<file path="config.mk">
export PLATFORM = sky130hd
export DESIGN_NAME = tych_fwd_buf
export DESIGN_NICKNAME = d
export VERILOG_FILES = /design/src/rtl/core_struct_pkg.sv /design/src/rtl/tych_fwd_pkg.sv /design/src/rtl/tych_fwd_fifo.sv /design/src/rtl/tych_fwd_buf.sv
export SDC_FILE = /design/constraint.sdc
export NUM_CORES = 1
export LEC_CHECK = 0
export CORE_MARGIN = 5
export CORE_UTILIZATION = 41
export CTS_CLUSTER_SIZE = 25
export DETAILED_ROUTE_END_ITERATION = 10
export GPL_TIMING_DRIVEN = 0
export MAX_ROUTING_LAYER = met4
export PLACE_DENSITY = 0.64
export SLEW_MARGIN = 20
export SYNTH_ARGS = -nofsm -noshare
export SYNTH_HDL_FRONTEND = slang
export SYNTH_SLANG_ARGS = --single-unit
export TNS_END_PERCENT = 10
</file>
<file path="constraint.sdc">
create_clock -name clk -period 2.81 [get_ports clk]
set_input_delay 0.843 -clock clk [delete_from_list [all_inputs] [get_ports clk]]
set_output_delay 0.843 -clock clk [all_outputs]
set_load 0.01 [all_outputs]
</file>
<file path="src/rtl/core_struct_pkg.sv">
//------------------------------------------------------------------------------
// core_struct_pkg : common beat structure exchanged between core packet stages
// Revision: 1.0
//------------------------------------------------------------------------------
`default_nettype none

package core_struct_pkg;

  typedef struct packed {
    logic        valid;
    logic [63:0] data;
    logic        sop;
    logic        eop;
    logic [2:0]  empty;
    logic        error;
    logic [7:0]  frm_dbg_id;
  } core_avl_t;

endpackage

`default_nettype wire

</file>
<file path="src/rtl/tych_fwd_pkg.sv">
//------------------------------------------------------------------------------
// tych_fwd_pkg : framing FSM encoding and helpers for tych_fwd_buf
// Revision: 1.0
//------------------------------------------------------------------------------
`default_nettype none

package tych_fwd_pkg;

  typedef enum logic [0:0] {
    FRM_IDLE = 1'b0,
    FRM_IN   = 1'b1
  } frm_state_t;

  // Occupancy needs one extra bit so that a completely full buffer is representable.
  function automatic int lvl_w(input int depth);
    return $clog2(depth) + 1;
  endfunction

  // Increment that holds at the all-ones value of a w-bit counter (w <= 32).
  function automatic logic [31:0] sat_inc(input logic [31:0] v, input int unsigned w);
    logic [32:0] max_v;
    max_v = (33'd1 << w) - 33'd1;
    return (v == max_v[31:0]) ? v : v + 32'd1;
  endfunction

endpackage

`default_nettype wire

</file>
<file path="src/rtl/tych_fwd_fifo.sv">
//------------------------------------------------------------------------------
// tych_fwd_fifo : single-channel core_avl_t elastic buffer with registered ready
// Revision: 1.0
//------------------------------------------------------------------------------
`default_nettype none

module tych_fwd_fifo
  import core_struct_pkg::*;
  import tych_fwd_pkg::*;
#(
  parameter int DEPTH = 4
) (
  input  logic                      clk,
  input  logic                      rst_n,
  input  logic                      push,
  input  core_avl_t                 push_beat,
  output logic                      in_ready,
  input  logic                      out_ready,
  output core_avl_t                 head,
  output logic [lvl_w(DEPTH)-1:0]   level
);

  localparam int AW = $clog2(DEPTH);
  localparam int LW = lvl_w(DEPTH);

  logic [LW-1:0] wr_ptr_q, wr_ptr_d;
  logic [LW-1:0] rd_ptr_q, rd_ptr_d;
  logic          in_ready_q, in_ready_d;
  core_avl_t     mem_q [DEPTH];
  core_avl_t     mem_d [DEPTH];
  logic [LW-1:0] level_d;
  logic          empty;
  logic          do_push;
  logic          do_pop;

  assign empty   = (wr_ptr_q == rd_ptr_q);
  assign do_push = push & in_ready_q;
  assign do_pop  = ~empty & out_ready;

  always_comb begin
    wr_ptr_d = wr_ptr_q;
    rd_ptr_d = rd_ptr_q;
    mem_d    = mem_q;
    if (do_push) begin
      mem_d[wr_ptr_q[AW-1:0]] = push_beat;
      wr_ptr_d                = wr_ptr_q + LW'(1);
    end
    if (do_pop) begin
      rd_ptr_d = rd_ptr_q + LW'(1);
    end
    level_d    = wr_ptr_d - rd_ptr_d;
    // Ready is a flop of next-cycle fullness, so a pop never frees a slot combinationally.
    in_ready_d = (level_d != LW'(DEPTH));
  end

  always_ff @(posedge clk or negedge rst_n) begin
    if (!rst_n) begin
      wr_ptr_q   <= '0;
      rd_ptr_q   <= '0;
      in_ready_q <= 1'b0;
    end else begin
      wr_ptr_q   <= wr_ptr_d;
      rd_ptr_q   <= rd_ptr_d;
      in_ready_q <= in_ready_d;
    end
  end

  always_ff @(posedge clk) begin
    mem_q <= mem_d;
  end

  always_comb begin
    head       = mem_q[rd_ptr_q[AW-1:0]];
    head.valid = mem_q[rd_ptr_q[AW-1:0]].valid & ~empty;
  end

  assign in_ready = in_ready_q;
  assign level    = wr_ptr_q - rd_ptr_q;

endmodule

`default_nettype wire

</file>
<file path="src/rtl/tych_fwd_buf.sv">
//------------------------------------------------------------------------------
// tych_fwd_buf : per-port elastic forwarder with optional SOP/EOP framing check
// Optional feature macro: TYCH_FWD_FRM_CHK_EN
// Revision: 1.0
//------------------------------------------------------------------------------
`default_nettype none

module tych_fwd_buf
  import core_struct_pkg::*;
  import tych_fwd_pkg::*;
#(
  parameter int NUM_PORTS = 2,
  parameter int DEPTH     = 4,
  parameter int CNT_W     = 16
) (
  input  logic                                    clk,
  input  logic                                    rst,
  input  core_avl_t [NUM_PORTS-1:0]               core_avl_in,
  output logic      [NUM_PORTS-1:0]               core_avl_in_ready,
  output core_avl_t [NUM_PORTS-1:0]               core_avl_out,
  input  logic      [NUM_PORTS-1:0]               core_avl_out_ready,
  output logic      [NUM_PORTS-1:0][lvl_w(DEPTH)-1:0] level,
  output logic      [NUM_PORTS-1:0][CNT_W-1:0]    frm_err_cnt
);

  for (genvar i = 0; i < NUM_PORTS; i++) begin : g_port
    logic      accept;
    logic      wr_en;
    core_avl_t wr_beat;

    assign accept = core_avl_in[i].valid & core_avl_in_ready[i];

`ifdef TYCH_FWD_FRM_CHK_EN
    frm_state_t       frm_st_q, frm_st_d;
    logic [CNT_W-1:0] err_cnt_q, err_cnt_d;

    // Orphans are handshaken but never written; a premature SOP is kept but flagged.
    always_comb begin
      frm_st_d  = frm_st_q;
      err_cnt_d = err_cnt_q;
      wr_en     = 1'b0;
      wr_beat   = core_avl_in[i];
      if (accept) begin
        if (frm_st_q == FRM_IDLE) begin
          if (core_avl_in[i].sop) begin
            wr_en    = 1'b1;
            frm_st_d = core_avl_in[i].eop ? FRM_IDLE : FRM_IN;
          end else begin
            err_cnt_d = CNT_W'(sat_inc(32'(err_cnt_q), CNT_W));
          end
        end else begin
          wr_en    = 1'b1;
          frm_st_d = core_avl_in[i].eop ? FRM_IDLE : FRM_IN;
          if (core_avl_in[i].sop) begin
            wr_beat.error = 1'b1;
            err_cnt_d     = CNT_W'(sat_inc(32'(err_cnt_q), CNT_W));
          end
        end
      end
    end

    always_ff @(posedge clk or negedge rst) begin
      if (!rst) begin
        frm_st_q  <= FRM_IDLE;
        err_cnt_q <= '0;
      end else begin
        frm_st_q  <= frm_st_d;
        err_cnt_q <= err_cnt_d;
      end
    end

    assign frm_err_cnt[i] = err_cnt_q;
`else
    assign wr_en          = accept;
    assign wr_beat        = core_avl_in[i];
    assign frm_err_cnt[i] = '0;
`endif

    tych_fwd_fifo #(
      .DEPTH(DEPTH)
    ) u_fifo (
      .clk       (clk),
      .rst_n     (rst),
      .push      (wr_en),
      .push_beat (wr_beat),
      .in_ready  (core_avl_in_ready[i]),
      .out_ready (core_avl_out_ready[i]),
      .head      (core_avl_out[i]),
      .level     (level[i])
    );
  end

endmodule

`default_nettype wire
</file>
==> metrics.md <==
| Metric | Value |
|---|---|
| Run status | finished with violations |
| Failing checks | negative setup slack |
| Period utilization | 105.2% |
| Top cells by area, synth | edfxtp_1 (79%), mux4_2 (15%), dfrtp_1 (1.5%) |
| Hold Path Cell Cnt | 1 |
| Crit Path Max Fanout | 5 |
| Yosys warning total | 0 |
| Avg Cell Area, Syn | 25.16 um^2 |
| WHS Endpoint | g_port[0].u_fifo.wr_ptr_q[2] |
| Least-Margin Pin Slew | 0.9258 ns |
| DP Wirelength | 32.99 mm |
| Post-Layout Cell Count | 2,248 |
| Area share of the largest cell type after synthesis | 78.81% |
| Clk sinks | 646 |
| Worst Setup End Kind | primary output |
| Crit. Startpoint | g_port[0].u_fifo.rd_ptr_q[0] |
| Int Pwr | 24.11 mW |
| Startpoint Class | flip-flop |
| Final nets | 1,614 |
| Count of different cell masters after synthesis | 26 |
| Commonest non-fill, non-tap cell in the layout | edfxtp_1 |
| Std-Cell Rows | 88 |
| Mapped Cells | 957 |
| Io pins | 360 |
| Min-delay worst type | flip-flop to flip-flop |
| Vias | 11,213 |
| DR DRC count | 0 |
| TritonCTS Buffers | 69 |
| Sequential Power Share | 38.1% |
| R2r setup slk | 0.42 ns |
| Final WS setup | -0.1461 ns |
| Register bit total from synthesis | 646 |
| Pwr dens | 1089 nW/um^2 |
| Worst path top cell family by delay | buffers and inverters |
| Placed insts | 2,087 |
| Slew headroom | 38.28% |
| Layout area overhead | 30.22% |
| Height of the die | 252.4 um |
| Critical path cell sequence | clkbuf_16, buf_12, buf_16, mux4_2, buf_6 |
| Placer Congestion | 0.7217 |
| Commonest cells after routing, fill and taps aside | edfxtp_1 (632), clkdlybuf4s50_1 (163), mux4_2 (158) |
| Unrepaired setup endpoints after global routing | true |
| Critical Path AT | 2.11 ns |
| Avg WL per Cell | 23.07 um |
| Post-placement cell area | 28,640 um^2 |
| Worst VDD drop | 792.2 uV |
| Max cap viols | 0 |
| Finish-stage setup viols | 152 |
| Total global routing overflow | 0 |
| Hold Violations, Final | 0 |
| CTS tree | yes |
| Worst-case clock skew | 0.02419 ns |
| Cell count along the critical path | 5 |
| Switching Share | 29.40% |
| Largest net degree at the start of global routing | 82 |
| Starting density of the core | 41.58% |
| Antenna violations before repair | 7 |
| Hold buffers post-CTS | 0 |
| Worst R2R Path Depth | 12 |
| Final instance area | 31,360 um^2 |
| Part of the power in combinational logic | 37.9% |
| Final Max Tran Viols | 0 |
| CP max stage delay | 0.53 ns |
| Initial DRC Count | 625 |
| I/O Buffers | 327 |
| Horiz. Die Dim | 252.4 um |
| Core area | 57,920 um^2 |
| Seq/Total Area, Yosys | 80.26% |
| Final min period | 2.956 ns |
| Leak Pwr | 10.78 nW |
| Hold_sp | g_port[0].u_fifo.wr_ptr_q[2] |
| Worst-skew pair later-pin latency | 0.60 ns |
| Worst r2r src | g_port[1].u_fifo.rd_ptr_q[1] |
| Layout cells sized above 1 | 37.40% |
| Capture point of the worst reg-to-reg path | g_port[1].u_fifo.in_ready |
| Clock Power Share | 24.0% |
| Die area | 63,680 um^2 |
| Buf/Inv on CP | 4 |
| Worst path required time | 1.97 ns |
| Critical Setup Path Class | flip-flop to primary output |
| Hold slack final | 0.5572 ns |
| Max Freq | 338.3 MHz |
| Total GRT Usage | 16.37% |
| Clock transition at path regs | 0.05 ns |
| Final Util | 54.15% |
| First-pass GRT wire length | 75.68 mm |
| CP max stage cell | mux4_2 |
| Area of the mapped netlist | 24,080 um^2 |
| Root Driver | clkbuf_16 |
| CTS max path bufs | 3 |
| CTS H-tree lvls | 3 |
| DR vias/cell | 4.988 |
| Fill cell count | 4,464 |
| Vias in the first global route | 11,909 |
| NetSw | 10.04 mW |
| Synth area leader | edfxtp_1 |
| DRT Pass-1 Iters | 5 |
| ANT nets after route | 0 |
| DRT Wirelength | 51.86 mm |
==> worst max path at each step <==
stage                                 end  slack (ns)
6_report                 core_avl_out[46]       -0.15
5_1_grt                  core_avl_out[40]       -0.23
4_1_cts                  core_avl_out[11]       -0.28
3_5_place_dp    g_port[1].u_fifo.in_ready       -0.53
3_3_place_gp   g_port[1].u_fifo.mem_q[92]        -1.0
2_1_floorplan   g_port[0].u_fifo.in_ready        0.46
==> power groups by stage <==
stage	Sequential (mW)	Clock (mW)	Combinational (mW)
2_1_floorplan	13.1	0	6.22
3_3_place_gp	13.2	0	11.8
3_5_place_dp	13.2	0	12.1
4_1_cts	13.0	8.45	12.5
5_1_grt	13.2	8.88	13.8
6_report	13.0	8.20	12.9
==> synth_stat cells <==
cell and n:
a21boi_0 2, mux4_2 158, a21bo_2 2, and3_2 6
and2_1 2, conb_1 1, mux2_2 4, fa_1 2
inv_1 12, nand2_1 4, xnor3_1 2, a41o_1 2
xnor2_1 10, edfxtp_1 632, buf_2 16, buf_4 38
clkbuf_1 12, and3_1 2, dfrtp_1 14, nand3b_1 2
buf_6 6, nor2b_1 2, xor2_1 2, mux2i_1 2
nand3_1 4, ha_1 18
==> registers in the layout (all words and copies together) (netlist names) <==
name                    count
g_port.u_fifo.mem_q       632
g_port.u_fifo.wr_ptr_q      6
g_port.u_fifo.rd_ptr_q      6
g_port.u_fifo.in_ready      2
==> area by class of cell <==
class                      instances  area (um^2)  area share [%]
tap                              765        957.2           3.052
multi-input combinational        258         4419           14.09
buffer                            70        775.7           2.474
clock inverter                    37        231.5          0.7381
clock buffer                      78         1803           5.750
sequential                       646        19330           61.64
inverter                          12        45.04          0.1436
timing repair buffer             375         3780           12.05
antenna                            7        17.52         0.05586
==> metrics by stage <==
stage	power [mW]	worst slack, ns	setup TNS (ns)
floorplan	19.31	0.4595	0
global placement	25.06	-0.9957	-492.34
detailed placement	25.29	-0.5270	-62.86
CTS	33.96	-0.2763	-21.37
global route	35.81	-0.2263	-28.35
finish	34.15	-0.1461	-12.86
==> per-layer routing <==
| layer | vias up | global-route usage [%] | part of all wire, % |
|---|---|---|---|
| met5 | - | - | 0 |
| met3 | 77 | 3.859 | 5.2 |
| met1 | 5904 | 20.45 | 41 |
| met4 | 0 | 5.862 | 2.5 |
| met2 | 257 | 26.53 | 52 |
| li1 | 4975 | - | - |
==> logic make-up (layout without fill, tap and decap cells) <==
logic type | after synthesis | in the layout | share of synthesized area, %
AND/OR/NAND/NOR | 22 | 22 | 0.5507
multiplexers | 164 | 164 | 15.05
buffers and inverters | 84 | 572 | 2.172
adder cells (fa/ha/maj) | 20 | 20 | 1.101
flip-flops | 646 | 646 | 80.26
other | 1 | 39 | 0.01557
AO/OA/AOI/OAI | 6 | 6 | 0.2286
XOR/XNOR | 14 | 14 | 0.6235
==> worst register-to-register path, delay by kind of cell (launching register included) <==
family,cells,cell delay [ns]
DFF,1,0.36
adders and majority gates,2,0.51
and+or+nand+nor,4,0.46
buffers and inverters,3,0.31
xor gates and xnor gates,3,0.62
==> repair_timing <==
action | in CTS | in global routing
setup endpoints to repair | 166 | 164
endpoints found under the hold margin | 0 | 0
pin swaps | 3 | 1
gates resized for setup | 828 | 61
gates cloned | 2 | 6
setup buffers | 21 | 12
No activity file was read; power rests on OpenSTA's default activity.
